## config.mk

```make
export PLATFORM = sky130hd
export DESIGN_NAME = pipe_sink
export DESIGN_NICKNAME = d
export VERILOG_FILES = /design/src/rtl/pipe_pkg.sv /design/src/rtl/sync2.sv /design/src/rtl/pipe_sink.sv
export SDC_FILE = /design/constraint.sdc
export NUM_CORES = 1
export LEC_CHECK = 0
export ABC_AREA = 1
export CAP_MARGIN = 20
export CORE_MARGIN = 5
export CORE_UTILIZATION = 59
export CTS_CLUSTER_SIZE = 20
export DETAILED_ROUTE_END_ITERATION = 16
export GPL_ROUTABILITY_DRIVEN = 0
export PLACE_DENSITY = 0.83
export SLEW_MARGIN = 15
export SYNTH_ARGS = -nofsm -noshare
export SYNTH_HDL_FRONTEND = slang
export SYNTH_HIERARCHICAL = 1
export SYNTH_SLANG_ARGS = --single-unit
```

## constraint.sdc

```tcl
create_clock -name clk -period 4.02 [get_ports clk]
set_input_delay 0.402 -clock clk [delete_from_list [all_inputs] [get_ports clk]]
set_output_delay 0.402 -clock clk [all_outputs]
set_load 0.01 [all_outputs]
```

## src/rtl/pipe_pkg.sv

```systemverilog
// pipe_pkg: shared definitions for the handshake pipeline stages and sinks.
package pipe_pkg;

   localparam int DATA_W    = 3;
   localparam int DEPTH_DEF = 4;

   typedef logic [DATA_W-1:0] data_t;

endpackage

```

## src/rtl/sync2.sv

```systemverilog
// sync2: two-flop synchronizer for a single control bit, async active-low reset.
module sync2 (
   input  logic clk,
   input  logic rst_n,
   input  logic d,
   output logic q
);

   logic meta_r;
   logic sync_r;

   // Capture the asynchronous bit, then re-time it once more before use
   always_ff @(posedge clk or negedge rst_n) begin
      if (!rst_n) begin
         meta_r <= 1'b0;
         sync_r <= 1'b0;
      end else begin
         meta_r <= d;
         sync_r <= meta_r;
      end
   end

   assign q = sync_r;

endmodule

```

## src/rtl/pipe_sink.sv

```systemverilog
// pipe_sink: receives tokens over a two-phase req/ack link and buffers them
// in a small FIFO drained through a ready/valid interface.
// Optional feature macro: PIPE_SINK_CNT_EN adds a 16-bit token_cnt output
// counting FIFO writes.
module pipe_sink
   import pipe_pkg::*;
#(
   parameter int DEPTH = DEPTH_DEF
) (
   input  logic                   clk,
   input  logic                   rst_n,
   input  logic [DATA_W-1:0]      data_in,
   input  logic                   req_in,
   output logic                   ack_out,
   output logic [DATA_W-1:0]      data_out,
   output logic                   valid_out,
   input  logic                   ready_in,
   output logic [$clog2(DEPTH):0] level
`ifdef PIPE_SINK_CNT_EN
   ,
   output logic [15:0]            token_cnt
`endif
);

   localparam int PTR_W = $clog2(DEPTH);
   localparam int LVL_W = PTR_W + 1;
   localparam logic [LVL_W-1:0] LVL_FULL = LVL_W'(DEPTH);
   localparam logic [LVL_W-1:0] LVL_ONE  = LVL_W'(1);
   localparam logic [LVL_W-1:0] LVL_ZERO = LVL_W'(0);
   localparam logic [PTR_W-1:0] PTR_ONE  = PTR_W'(1);

   logic             req_s;
   logic             ack_r;
   logic             pending_s;
   logic             wr_en_s;
   logic             rd_en_s;
   logic [PTR_W-1:0] wr_ptr_r;
   logic [PTR_W-1:0] rd_ptr_r;
   logic [PTR_W-1:0] rd_ptr_nxt_s;
   logic [LVL_W-1:0] level_r;
   logic [LVL_W-1:0] level_nxt_s;
   logic             valid_r;
   data_t            mem_r [DEPTH];
   data_t            head_r;
   data_t            head_nxt_s;

   // Only the request line crosses domains; data_in is bundled and held
   // stable by the upstream stage until it sees ack_out move.
   sync2 u_req_sync (
      .clk   (clk),
      .rst_n (rst_n),
      .d     (req_in),
      .q     (req_s)
   );

   // Handshake decode, FIFO enables and next-state of level and head data
   always_comb begin
      level_nxt_s  = level_r;
      head_nxt_s   = head_r;
      pending_s    = (req_s != ack_r);
      // Write decision uses the pre-edge level, so a pop on a full FIFO
      // frees the slot for the following edge only.
      wr_en_s      = pending_s && (level_r < LVL_FULL);
      rd_en_s      = (level_r != LVL_ZERO) && ready_in;
      rd_ptr_nxt_s = rd_en_s ? (rd_ptr_r + PTR_ONE) : rd_ptr_r;
      case ({wr_en_s, rd_en_s})
         2'b10:   level_nxt_s = level_r + LVL_ONE;
         2'b01:   level_nxt_s = level_r - LVL_ONE;
         default: level_nxt_s = level_r;
      endcase
      // The slot being written becomes the head when the FIFO is (or is
      // about to be) empty; otherwise the head comes from storage.
      if (wr_en_s && (wr_ptr_r == rd_ptr_nxt_s)) begin
         head_nxt_s = data_in;
      end else begin
         head_nxt_s = mem_r[rd_ptr_nxt_s];
      end
   end

   // Toggle the acknowledge once per accepted token
   always_ff @(posedge clk or negedge rst_n) begin
      if (!rst_n) begin
         ack_r <= 1'b0;
      end else if (wr_en_s) begin
         ack_r <= ~ack_r;
      end else begin
         ack_r <= ack_r;
      end
   end

   // Advance read/write pointers; power-of-two depth wraps naturally
   always_ff @(posedge clk or negedge rst_n) begin
      if (!rst_n) begin
         wr_ptr_r <= {PTR_W{1'b0}};
         rd_ptr_r <= {PTR_W{1'b0}};
      end else begin
         if (wr_en_s) begin
            wr_ptr_r <= wr_ptr_r + PTR_ONE;
         end
         rd_ptr_r <= rd_ptr_nxt_s;
      end
   end

   // Track occupancy and the registered valid flag together
   always_ff @(posedge clk or negedge rst_n) begin
      if (!rst_n) begin
         level_r <= LVL_ZERO;
         valid_r <= 1'b0;
      end else begin
         level_r <= level_nxt_s;
         valid_r <= (level_nxt_s != LVL_ZERO);
      end
   end

   // FIFO storage, cleared on reset so the head reads as zero
   always_ff @(posedge clk or negedge rst_n) begin
      if (!rst_n) begin
         for (int i = 0; i < DEPTH; i++) begin
            mem_r[i] <= {DATA_W{1'b0}};
         end
      end else if (wr_en_s) begin
         mem_r[wr_ptr_r] <= data_in;
      end
   end

   // Registered copy of the head entry drives data_out
   always_ff @(posedge clk or negedge rst_n) begin
      if (!rst_n) begin
         head_r <= {DATA_W{1'b0}};
      end else begin
         head_r <= head_nxt_s;
      end
   end

`ifdef PIPE_SINK_CNT_EN
   logic [15:0] token_cnt_r;

   // Count every FIFO write, wrapping at 16 bits
   always_ff @(posedge clk or negedge rst_n) begin
      if (!rst_n) begin
         token_cnt_r <= 16'h0000;
      end else if (wr_en_s) begin
         token_cnt_r <= token_cnt_r + 16'h0001;
      end else begin
         token_cnt_r <= token_cnt_r;
      end
   end

   assign token_cnt = token_cnt_r;
`endif

   assign ack_out   = ack_r;
   assign data_out  = head_r;
   assign valid_out = valid_r;
   assign level     = level_r;

endmodule

```

Word level (Yosys, flattened, before mapping):

Cells that the tools add are included.

* multiplexer cells: 9
* order comparisons: 4
* reduce and logical (&&, ||, !) cells: 6
* bitwise gates (word level): 3
* $add $sub $neg: 4
* equality and inequality tests: 4

Operator list (number)
* 12-bit bitwise mux: 1
* 3-bit 2-to-1 mux: 4
* 3-bit binary-select mux with 2-bit select: 1
* 3-bit demux with 2-bit select: 1
* 3-bit greater-or-equal comparator, second input constant: 2
* 2-bit NOT with 3-bit output: 2
* 3-bit one-hot mux with 2 select lines: 1
* 3-bit nonzero test: 2
* 2-bit by 1-bit adder with 2-bit output, second input constant: 2
* 1-bit logical AND: 4
* 3-bit by 1-bit adder with 3-bit output, second input constant: 1
* 3-bit by 1-bit < comparator with 1-bit output, second input constant: 1
* 3-bit < comparator, second input constant: 1
* 3-bit by 1-bit subtractor with 3-bit output, second input constant: 1
* 2-bit by 1-bit == test with 1-bit output, second input constant: 1
* 2-bit == test: 1
* 2-bit == test, second input constant: 1
* 2-bit 2-to-1 mux: 1
* 1-bit inequality test: 1
* 1-bit NOT: 1

* output and inout port bits: 8
* register bits: 26

Logic depth before layout (Yosys ltp):

Gate-level depths: netlist (run 1).

* depth after elaboration: 8
* mapped depth: 13
* gate-level depth less buffers: 12

Modules after synthesis:

The synthesis (run 1) kept the hierarchy.

By module, submodules not included
* pipe_sink: area each 1347.5 sq um, cells each 153, times used 1
* sync2: area each 50.0 sq um, cells each 2, times used 1

Worst setup path after synthesis (run 1):

No wires, ideal clock.

* path kind: reg2reg
* start: reg ack_r (netlist: ack_out)
* end: reg valid_r (netlist: valid_out)
* stages on the path, launching flop included: 11
* arrival: 1.941 ns
* setup slack: 2.014 ns
* setup time: 0.065 ns
* path buffers: 1
* cell sequence: dfrtp_1 nor2_1 nor3_2 buf_6 inv_1 ha_1 inv_1 fa_1 o21ai_0 nor2_1 nand2_1

* cells in the longest elaborated chain, start to end: 5

Ends and longest elaborated chain
* from (decl): line pipe_sink.sv:33 `logic ack_r;`
* from (signal assigned): line pipe_sink.sv:85 `ack_r <= ~ack_r;`
* from (signal assigned): line pipe_sink.sv:87 `ack_r <= ack_r;`
* 1-bit inequality test (*): line pipe_sink.sv:60 `pending_s = (req_s != ack_r);`
* 1-bit logical AND (*): line pipe_sink.sv:63 `wr_en_s = pending_s && (level_r < LVL_FULL);`
* 2-bit by 1-bit == test with 1-bit output or 2-bit == test (tied branches): line pipe_sink.sv:66 `case ({wr_en_s, rd_en_s})`
* 3-bit one-hot mux with 2 select lines (*): line pipe_sink.sv:66
* via level_nxt_s[1]: line pipe_sink.sv:41 `logic [LVL_W-1:0] level_nxt_s;`
* 3-bit nonzero test (*): line pipe_sink.sv:111 `valid_r <= (level_nxt_s != LVL_ZERO);`
* to (signal assigned): line pipe_sink.sv:111
* to (decl): line pipe_sink.sv:42 `logic valid_r;`

Mark *: on every way through the listed nets, which the timed path passes. The rest lies on a longest branch.
A chain may end at the register's enable or synchronous reset.

Final worst setup path (run 1):

Same ends and word-level chain as after synthesis.

==> results of run 1 <==
## worst paths after layout
check / start / endpoint
worst min-delay path: rst_n / mem_r[2]
min in group clk: u_req_sync/meta_r / u_req_sync/q
worst max register to register: ack_out / valid_out
max in group asynchronous: rst_n / rd_ptr_r[0]
worst min register to register: u_req_sync/meta_r / u_req_sync/q
worst max-delay path: ack_out / valid_out
## worst reg2reg max path: stages, from the launching register on
cell and delay, ns:
dfrtp_1 0.44, nor2_1 0.14, nor3_2 0.05, buf_4 0.19, inv_1 0.08, ha_1 0.15
inv_1 0.07, fa_1 0.39, a21oi_1 0.15, o21ai_0 0.13, xor2_1 0.17, inv_1 0.07
nand2_1 0.05
## stage by stage
stage | area [sq um] | utilization
after global placement | 1569 | 0.7025
after global routing | 1600 | 0.7165
after CTS | 1605 | 0.7188
after detailed placement | 1569 | 0.7025
final | 1600 | 0.7165
after floorplan | 1398 | -
## where the power goes
group | switching [mW] | total (mW) | internal, mW
registers | 0.0843 | 0.473 | 0.389
logic | 0.479 | 0.789 | 0.310
clock network | 0.0748 | 0.130 | 0.0554
total | 0.638 | 1.39 | 0.755
## final cells by class
cell class | count | area (sq um) | share of cell area
clock buffer | 4 | 36.28 | 0.02267
inverter | 30 | 112.6 | 0.07037
multi-input combinational | 98 | 623.1 | 0.3894
sequential | 26 | 650.6 | 0.4066
tap | 28 | 35.03 | 0.02189
timing repair buffer | 15 | 142.6 | 0.08913
## cell usage after synthesis
| cell | count |
|---|---|
| inv_2 | 2 |
| o21ai_0 | 12 |
| nand2_4 | 11 |
| xnor2_1 | 1 |
| nor3_2 | 1 |
| ha_1 | 5 |
| nand3_4 | 1 |
| inv_1 | 28 |
| nand2_1 | 36 |
| a21oi_1 | 1 |
| buf_6 | 1 |
| fa_1 | 1 |
| nand3_1 | 15 |
| dfrtp_1 | 26 |
| o21ai_2 | 3 |
| nor2_1 | 2 |
| xor2_1 | 3 |
| nand4_1 | 3 |
| nor2_2 | 1 |
| nand3_2 | 2 |
## flip-flops by register name, indices dropped and copies added, names as in the netlist
signal and count:
wr_ptr_r 2, mem_r 12, level 3, valid_out 1, u_req_sync/q 1, ack_out 1, data_out 3, u_req_sync/meta_r 1
rd_ptr_r 2
## cell families after synthesis
| family | count (synthesis) | share of synthesized area |
|---|---|---|
| and+or+nand+nor | 72 | 0.2963 |
| buffers and inverters | 31 | 0.08863 |
| DFF | 26 | 0.4655 |
| AOI/OAI and AO/OA | 16 | 0.06536 |
| xor gates and xnor gates | 4 | 0.02507 |
| adders and majority gates | 6 | 0.05909 |
## metal layers
| metal | track usage | share of wire |
|---|---|---|
| met1 | 0.2313 | 0.42 |
| met2 | 0.3397 | 0.52 |
| met3 | 0.02193 | 0.042 |
| met4 | 0.07767 | 0.021 |
| met5 | 0 | 0 |
==> results.md, run 1 <==
- Core region area: 0.002233 sq mm
- Status: complete, no violations
- Worst Setup End Kind: flip-flop
- Commonest non-fill, non-tap cells in the layout: nand2_1, inv_1, dfrtp_1
- Clk_skew: 0.01173 ns
- Critical path's top delay family: adder cells
- Max-cap viol count: 0
- Layout Nets: 187
- Die footprint: 0.003442 sq mm
- Slowest CP cell: dfrtp_1
- Hold_buf cts: 0
- Vias in the first global route: 1134
- Max Freq: 0.4608 GHz
- WS Path Type: reg -> reg
- Hold slack: 0.04597 ns
- Initial core utilization: 0.6258
- Root Driver: clkbuf_4
- # DRC: 0
- Syn_nets: 168
- Bufs on Longest Clock Path: 2
- Commonest non-fill, non-tap cell in the layout: nand2_1
- CP required: 4.24 ns
- Area Overhead vs Synth: 14.50%
- Post-CTS sizing: 0
- Clk slew on worst S/H paths: 0.14 ns
- CTS tree: done
- Synth cell types: 20
- Placed cells: 197
- First-iteration detailed-routing DRC count: 45
- Fraction of layout cells with a size suffix above 1: 0.1561
- Via count: 1071
- Final ANT Viol Nets: 0
- Least-Margin Pin Slew: 0.5602 ns
- Crit start category: flip-flop
- Non-filler instance count after layout: 201
- Num ports: 15
- Sink Count: 26
- Overall routing resource usage: 0.1899
- PD cells: 870.1 mW/mm^2
- Filler Cells Inserted: 166
- Die Width: 58.67 um
- Row cnt: 17
- Rel. slew slack: 0.6265
- Synth warn: 6
- Synth area leader: dfrtp_1
- Die H: 58.67 um
- Buf+Inv Stages, Crit Path: 4
- WP data arrival: 2.39 ns
- Initial antenna violation count: 0
- Fin crit period: 2.170 ns
- Flop-to-flop setup slack: 1.85 ns
- Synthesized area: 0.001398 sq mm
- H-tree levels: 1
- Clock Latency Late Sink: 0.32 ns
- Setup WS pre-CTS: 1.681 ns
- Syn Area/Cell: 9.017 sq um
- Ant diodes: 0
- Drt total wl: 2812 um
- Hold Fails Final Rpt: 0
- First-pass GRT wire length: 5037 um
- CP cell instances: nor2_1, nor3_2, buf_4, inv_1, ha_1, inv_1, fa_1, a21oi_1, o21ai_0, xor2_1, inv_1, nand2_1
- Tot Pwr: 1.392 mW
- Worst vdd ir: 0.5213 mV
- Fin crit share: 0.5398
- TNS Setup: 0 ns
- 1st-pass router iterations: 4
- HP Class: in -> async
- Yosys top cell area share: 0.4655
- Max-slew violations: 0
- Total congestion overflow after global routing: 0
- Largest net degree at the start of global routing: 27
- Worst path most repeated cell: inv_1
- Most area-consuming cells after synthesis: dfrtp_1, nand2_1, nand2_4, inv_1, nand3_1
- Setup slack after layout: 1.850 ns
- Reg2Reg Depth: 12
- Crit Path Max Fanout: 13
- Mapped Cells: 155
- Total CTS buffers: 3
- Max incr delay on CP: 0.44 ns
- Drt wl/cell: 13.99 um
- Cell count along the critical path: 12
- # setup viols final: 0
- RSZ-0062 raised after global routing: false
- Port Buffers: 14
- Leak: 0.8456 nW
- Post-CTS setup buffers: 0
- Vias per cell: 5.328
- Sequential element share of the synthesized area: 0.4655
- Synth Register Bits: 26
- DPL Wire Length: 2142 um
(Power assumes the default switching activity.)
==> run 2: changes to the inputs <==
--- a/config.mk
+++ b/config.mk
@@ -8,11 +8,11 @@
 export ABC_AREA = 1
 export CAP_MARGIN = 20
 export CORE_MARGIN = 5
-export CORE_UTILIZATION = 59
+export CORE_UTILIZATION = 55
 export CTS_CLUSTER_SIZE = 20
 export DETAILED_ROUTE_END_ITERATION = 16
 export GPL_ROUTABILITY_DRIVEN = 0
-export PLACE_DENSITY = 0.83
+export PLACE_DENSITY = 0.78
 export SLEW_MARGIN = 15
 export SYNTH_ARGS = -nofsm -noshare
 export SYNTH_HDL_FRONTEND = slang
==> constraint.sdc (replaced) <==
create_clock -name clk -period 2.1 [get_ports clk]
set_input_delay 0.21 -clock clk [delete_from_list [all_inputs] [get_ports clk]]
set_output_delay 0.21 -clock clk [all_outputs]
set_load 0.01 [all_outputs]
==> run 2 against run 1 <==
Global-route usage shrank 2.0 points; core utilization fell by 4.0 points; first-iteration DRC count is 47% higher; power rose by 100%; largest cell class unchanged; setup slack lost 1.7 ns; clock power grew to 2.6 times the previous value.
==> results.md, run 2 (synthesized netlist as in run 1, its figures left out) <==
- Root Driver: clkbuf_4
- Total CTS buffers: 3 (unchanged)
- Most flop-heavy register: mem_r
- CP Capture Point: valid_out
- CP required: 2.32 ns (-1.92 ns)
- Reg2Reg Depth: 12 (unchanged)
- Clk_skew: 0.003450 ns (-0.008284 ns)
- Placed cells: 200 (+1.5%)
- Switch Pwr: 1.220 mW (+91%)
- Largest register FFs: 12 (unchanged)
- Max-slew violations: 0 (unchanged)
- Core region area: 0.002455 sq mm (+9.9%)
- Origin of the critical flop-to-flop path: level[2]
- Largest net degree at the start of global routing: 27 (unchanged)
- Seq pwr share: 0.319 (-0.021)
- Placed Area: 0.001579 sq mm (+0.64%)
- First-iteration detailed-routing DRC count: 66 (+47%)
- Max-cap viol count: 0 (unchanged)
- Flop-to-flop setup slack: 0.11 ns (-1.74 ns)
- Clock Latency Late Sink: 0.32 ns (about the same)
- Die Width: 60.41 um (+3.0%)
- Fraction of layout cells with a size suffix above 1: 0.1742 (+0.01809)
- Leak: 0.8762 nW (+3.6%)
- WS Path Type: reg -> reg
- Vias in the first global route: 1057 (-6.8%)
- Sink Count: 26 (unchanged)
- H-tree levels: 1 (unchanged)
- HP Class: in -> async
- PD cells: 1684 mW/mm^2 (+94%)
- Vias per cell: 5.072 (-4.8%)
- Drt wl/cell: 13.46 um (-3.8%)
- Commonest non-fill, non-tap cell in the layout: nand2_1
- Clk pwr share: 0.121 (+0.027)
- Commonest non-fill, non-tap cells in the layout: nand2_1, inv_1, dfrtp_1
- Fin crit period: 1.986 ns (-0.1845 ns)
- Worst vdd ir: 1.059 mV (+100%)
- Total congestion overflow after global routing: 0 (unchanged)
- Port Buffers: 14 (unchanged)
- 1st-pass router iterations: 5 (+1)
- Worst Setup End Kind: flip-flop
- Max incr delay on CP: 0.40 ns (-0.04 ns)
- Via count: 1055 (-1.5%)
- Multi-input logic area: 623.1 sq um (unchanged)
- Layout Nets: 192 (+2.7%)
- First-pass GRT wire length: 4623 um (-8.2%)
- # setup viols final: 0 (unchanged)
- Ant diodes: 0 (unchanged)
- Area Overhead vs Synth: 18.89%
- Clk slew on worst S/H paths: 0.14 ns (about the same)
- Hold Fails Final Rpt: 0 (unchanged)
- Internal: 1.579 mW (+110%)
- Bufs on Longest Clock Path: 2 (unchanged)
- Max Freq: 0.5036 GHz (+9.3%)
- Rel. slew slack: 0.7809 (+0.1544)
- CP cell instances: inv_1, nand2_4, nand2_4, inv_1, ha_1, inv_1, fa_1, a21oi_1, o21ai_1, xor2_1, inv_1, nand2_1
- Crit path launch: level[2]
- Crit start category: flip-flop
- Status: complete, no violations
- Die H: 60.41 um (+3.0%)
- Fin crit share: 0.9455 (+0.4057)
- Comb power frac: 0.560 (-0.007)
- Initial core utilization: 0.5693 (-0.05645)
- Row cnt: 18 (+1)
- DPL Wire Length: 2039 um (-4.8%)
- Final ANT Viol Nets: 0 (unchanged)
- # DRC: 0 (unchanged)
- Die footprint: 0.003649 sq mm (+6.0%)
- CTS tree: done
- Filler Cells Inserted: 192 (+16%)
- Switching portion of total power: 0.4358 (-0.02235)
- Least-Margin Pin Slew: 0.3286 ns (-0.2316 ns)
- Slowest CP cell: fa_1
- WP data arrival: 2.20 ns (-0.19 ns)
- Initial antenna violation count: 0 (unchanged)
- Register Area: 650.6 sq um (unchanged)
- Overall routing resource usage: 0.1695 (-0.02044)
- Reg2reg end: valid_out
- Crit Path Max Fanout: 4 (-9)
- Worst path most repeated cell: inv_1
- Non-filler instance count after layout: 208 (+3.5%)
- Design area: 0.001662 sq mm (+3.8%)
- Hold slack: 0.2392 ns (+0.1932 ns)
- Num ports: 15 (unchanged)
- Drt total wl: 2800 um (-0.43%)
==> run 2: what timing repair did <==
| action | CTS | global route |
|---|---|---|
| endpoints found under the setup margin | 0 | 1 |
| hold buffers | 0 | 0 |
| hold endpoints to repair | 0 | 0 |
| setup buffers | 0 | 4 |
| gates resized for setup | 0 | 2 |
==> run 2: cell type report <==
cell class | instances | area share
clock buffer | 3 | 0.01355
clock inverter | 1 | 0.01807
sequential | 26 | 0.3916
tap | 30 | 0.02259
inverter | 30 | 0.06777
multi-input combinational | 98 | 0.3750
timing repair buffer | 20 | 0.1114
==> run 2: per-stage QoR <==
| stage | setup TNS, ns | util | power (mW) | setup WS [ns] |
|---|---|---|---|---|
| after global placement | 0 | 0.6432 | 2.304 | 0.06899 |
| final | 0 | 0.6769 | 2.799 | 0.1144 |
| after floorplan | 0 | - | 1.971 | 0.09414 |
| after detailed placement | 0 | 0.6432 | 2.378 | 0.003388 |
| after global routing | -0.03294 | 0.6769 | 3.038 | -0.03294 |
| after CTS | 0 | 0.6646 | 2.741 | 0.06718 |
==> run 2: worst min-delay path by stage <==
stage          depth (start not counted)  slack [ns]           end         startpoint
6_report                               2        0.24      mem_r[7]              rst_n
5_1_grt                                2        0.27      mem_r[7]              rst_n
4_1_cts                                2        0.23      mem_r[7]              rst_n
3_5_place_dp                           0        0.34  u_req_sync/q  u_req_sync/meta_r
3_3_place_gp                           0        0.33  u_req_sync/q  u_req_sync/meta_r
2_1_floorplan                          0       -0.09       ack_out              rst_n
==> run 2: layer usage <==
| metal | track usage | part of all wire | vias to the layer above |
|---|---|---|---|
| met2 | 0.2701 | 0.50 | 21 |
| met4 | 0.07740 | 0.0075 | 0 |
| li1 | - | - | 524 |
| met1 | 0.2307 | 0.45 | 506 |
| met3 | 0.02340 | 0.038 | 4 |
| met5 | 0 | 0 | - |
==> run 2: power by group through the flow <==
stage / logic, mW / clock network (mW) / registers, mW
after global routing: 1.76 / 0.361 / 0.914
after global placement: 1.40 / 0 / 0.905
after detailed placement: 1.46 / 0 / 0.920
after floorplan: 1.05 / 0 / 0.919
final: 1.57 / 0.338 / 0.892
after CTS: 1.48 / 0.349 / 0.907
==> run 2: worst max-delay path: cells and delay by family, from the launching register on <==
| family | cells | cell delay (ns) |
|---|---|---|
| adder cells (fa/ha/maj) | 2 | 0.53 |
| XOR/XNOR | 1 | 0.18 |
| buffers and inverters | 4 | 0.29 |
| AO/OA/AOI/OAI | 2 | 0.27 |
| AND/OR/NAND/NOR | 3 | 0.23 |
| flip-flops | 1 | 0.38 |
==> run 3: changes to the inputs <==
--- a/config.mk
+++ b/config.mk
@@ -8,12 +8,12 @@
 export ABC_AREA = 1
 export CAP_MARGIN = 20
 export CORE_MARGIN = 5
-export CORE_UTILIZATION = 55
+export CORE_UTILIZATION = 59
 export CTS_CLUSTER_SIZE = 20
 export DETAILED_ROUTE_END_ITERATION = 16
+export DONT_BUFFER_PORTS = 1
 export GPL_ROUTABILITY_DRIVEN = 0
-export PLACE_DENSITY = 0.78
-export SLEW_MARGIN = 15
+export PLACE_DENSITY = 0.75
 export SYNTH_ARGS = -nofsm -noshare
 export SYNTH_HDL_FRONTEND = slang
 export SYNTH_HIERARCHICAL = 1
==> run 3 against run 2 <==
Maximum frequency rose by 2.3%; via count fell by 4.2%; first-iteration DRC count fell by 68%; worst hold slack got worse by 0.21 ns; largest power group unchanged; sequential share of layout area rose by 3.9 points; die area fell by 5.7%; non-clock buffer count fell by 15; power fell by 11%; combinational power fell by 18%; global-route usage fell by 0.20 points; core utilization rose by 0.16 points; critical path type unchanged.
==> results.md, run 3 (synthesized netlist as in run 1, its figures left out) <==
- Overall routing resource usage: 0.1675 (-0.001974)
- Vias per cell: 5.293 (+4.4%)
- Hold Fails Final Rpt: 0 (unchanged)
- # DRC: 0 (unchanged)
- Least-Margin Pin Slew: 0.2024 ns (-0.1262 ns)
- First-iteration detailed-routing DRC count: 21 (-68%)
- Flop-to-flop setup slack: 0.16 ns (+0.05 ns)
- Register Area: 653.1 sq um (+0.38%)
- WP data arrival: 2.17 ns (-0.03 ns)
- Total congestion overflow after global routing: 0 (unchanged)
- Reg2Reg Depth: 12 (unchanged)
- Buf+Inv Stages, Crit Path: 4 (unchanged)
- Clk slew on worst S/H paths: 0.14 ns (about the same)
- Origin of the critical flop-to-flop path: level[2]
- Fin crit share: 0.9240 (-0.02156)
- Port Buffers: 0 (-14)
- Root Driver: clkbuf_4
- Largest net degree at the start of global routing: 27 (unchanged)
- Largest register FFs: 12 (unchanged)
- Placed Area: 0.001436 sq mm (-9.0%)
- Worst path most repeated cell: inv_1
- Max Freq: 0.5154 GHz (+2.3%)
- Max incr delay on CP: 0.43 ns (+0.03 ns)
- Worst vdd ir: 0.9574 mV (-9.6%)
- Hold path depth: 2
- Initial antenna violation count: 0 (unchanged)
- Fraction of layout cells with a size suffix above 1: 0.1840 (+0.009892)
- Core region area: 0.002233 sq mm (-9.0%)
- Layout Nets: 177 (-7.8%)
- Commonest non-fill, non-tap cells in the layout: nand2_1, inv_1, dfrtp_1
- Drt total wl: 2494 um (-11%)
- PD cells: 1638 mW/mm^2 (-2.7%)
- Clk_skew: 0.004169 ns (+0.0007190 ns)
- CP required: 2.32 ns (about the same)
- Hold Crit Start: data_in[2]
- WS Path Type: reg -> reg
- Die H: 58.67 um (-2.9%)
- H-tree levels: 1 (unchanged)
- Multi-input logic area: 623.1 sq um (unchanged)
- Post-CTS setup buffers: 0 (unchanged)
- Commonest non-fill, non-tap cell in the layout: nand2_1
- Slowest CP cell: dfrtp_2
- Filler Cells Inserted: 161 (-16%)
- Num ports: 15 (unchanged)
- Bufs on Longest Clock Path: 2 (unchanged)
- Setup WS pre-CTS: 0.1197 ns (+0.1164 ns)
- Vias in the first global route: 1004 (-5.0%)
- Max-slew violations: 0 (unchanged)
- CTS tree: done
- Die Width: 58.67 um (-2.9%)
- Reg2reg end: valid_out
- Hold Path End: data_out[2]
- Crit Path Max Fanout: 4 (unchanged)
- Die footprint: 0.003442 sq mm (-5.7%)
- Final ANT Viol Nets: 0 (unchanged)
- CP cell instances: inv_1, nand2_4, nand2_4, inv_1, ha_1, inv_1, fa_1, a21oi_1, o21ai_0, xor2_1, inv_1, nand2_1
- Area Overhead vs Synth: 8.415%
- First-pass GRT wire length: 4402 um (-4.8%)
- Setup slack after layout: 0.1597 ns (+0.04527 ns)
- Most flop-heavy register: mem_r
- Critical path's top delay family: adder cells
- TNS Setup: 0 ns (unchanged)
- Cell count along the critical path: 12 (unchanged)
- HP Class: in -> reg
- Via count: 1011 (-4.2%)
- 1st-pass router iterations: 4 (-1)
- # setup viols final: 0 (unchanged)
- Post-layout util: 0.6784 (+0.001571)
- Row cnt: 17 (-1)
- Design area: 0.001515 sq mm (-8.8%)
- DPL Wire Length: 1884 um (-7.6%)
- Max-cap viol count: 0 (unchanged)
- Ant diodes: 0 (unchanged)
- Crit start category: flip-flop
- RSZ-0062 raised after global routing: false
- Leak: 0.8111 nW (-7.4%)
- Drt wl/cell: 13.06 um (-3.0%)
- Initial core utilization: 0.6258 (+0.05645)
- Clock Latency Late Sink: 0.32 ns (about the same)
- Worst Setup End Kind: flip-flop
- Rel. slew slack: 0.8636 (+0.08273)
- Fin crit period: 1.940 ns (-0.04527 ns)
- Status: complete, no violations
- Sink Count: 26 (unchanged)
- Total CTS buffers: 3 (unchanged)
## run 3: cell types whose count changed in the layout (fill, tap and decap cells not counted), sizes merged
cell | previous run | this run
clkdlybuf4s50 | 14 | 0
buf | 6 | 3
dlygate4sd3 | 0 | 2
bufinv | 1 | 0
clkbuf | 3 | 4
## run 3: through the flow
| stage | hold WS [ns] | total power, mW | std cells |
|---|---|---|---|
| floorplan | -0.08559 | 1.971 | 155 |
| global route | 0.01240 | 2.734 | 191 |
| global placement | -0.08500 | 2.157 | 184 |
| CTS | 0.01753 | 2.486 | 191 |
| finish | 0.03290 | 2.482 | 191 |
| detailed placement | -0.08497 | 2.215 | 184 |
## run 3: worst max path at each step
stage          startpoint   endpoint  slack (ns)
2_1_floorplan     ack_out  valid_out        0.09
3_3_place_gp     level[2]  valid_out        0.17
3_5_place_dp     level[2]  valid_out        0.12
4_1_cts          level[2]  valid_out        0.10
5_1_grt           ack_out  valid_out       0.007
6_report         level[2]  valid_out        0.16
## run 3: worst reg2reg max path, stage by stage, from the launching register on
cell and delay (ns):
dfrtp_2 0.43, inv_1 0.10, nand2_4 0.11, nand2_4 0.06, inv_1 0.05, ha_1 0.13
inv_1 0.06, fa_1 0.37, a21oi_1 0.14, o21ai_0 0.11, xor2_1 0.17, inv_1 0.06
nand2_1 0.04
## run 3: final cells by class
| cell class | instances | share of cell area |
|---|---|---|
| Sequential cell | 26 | 0.4310 |
| Multi-Input combinational cell | 98 | 0.4112 |
| Inverter | 30 | 0.07432 |
| Timing Repair Buffer | 5 | 0.03633 |
| Clock buffer | 4 | 0.02395 |
| Tap cell | 28 | 0.02312 |
## run 3: power breakdown
group          switching [mW]  internal, mW  leakage (nW)
clock                   0.147         0.106        0.0210
combinational           0.809         0.476         0.484
sequential              0.195         0.750         0.306
## run 3: per-layer routing
layer / track usage / routed length [um] / up-vias
met5: 0 / 0 / -
li1: - / - / 498
met4: 0.07443 / 36 / 0
met1: 0.2270 / 1154 / 473
met3: 0.03728 / 165 / 5
met2: 0.2568 / 1138 / 35
## run 3: repair_timing
| item | CTS | global route |
|---|---|---|
| endpoints found under the hold margin | 27 | 0 |
| resized for setup | 0 | 3 |
| hold buffers | 3 | 0 |
| setup endpoints to repair | 0 | 1 |
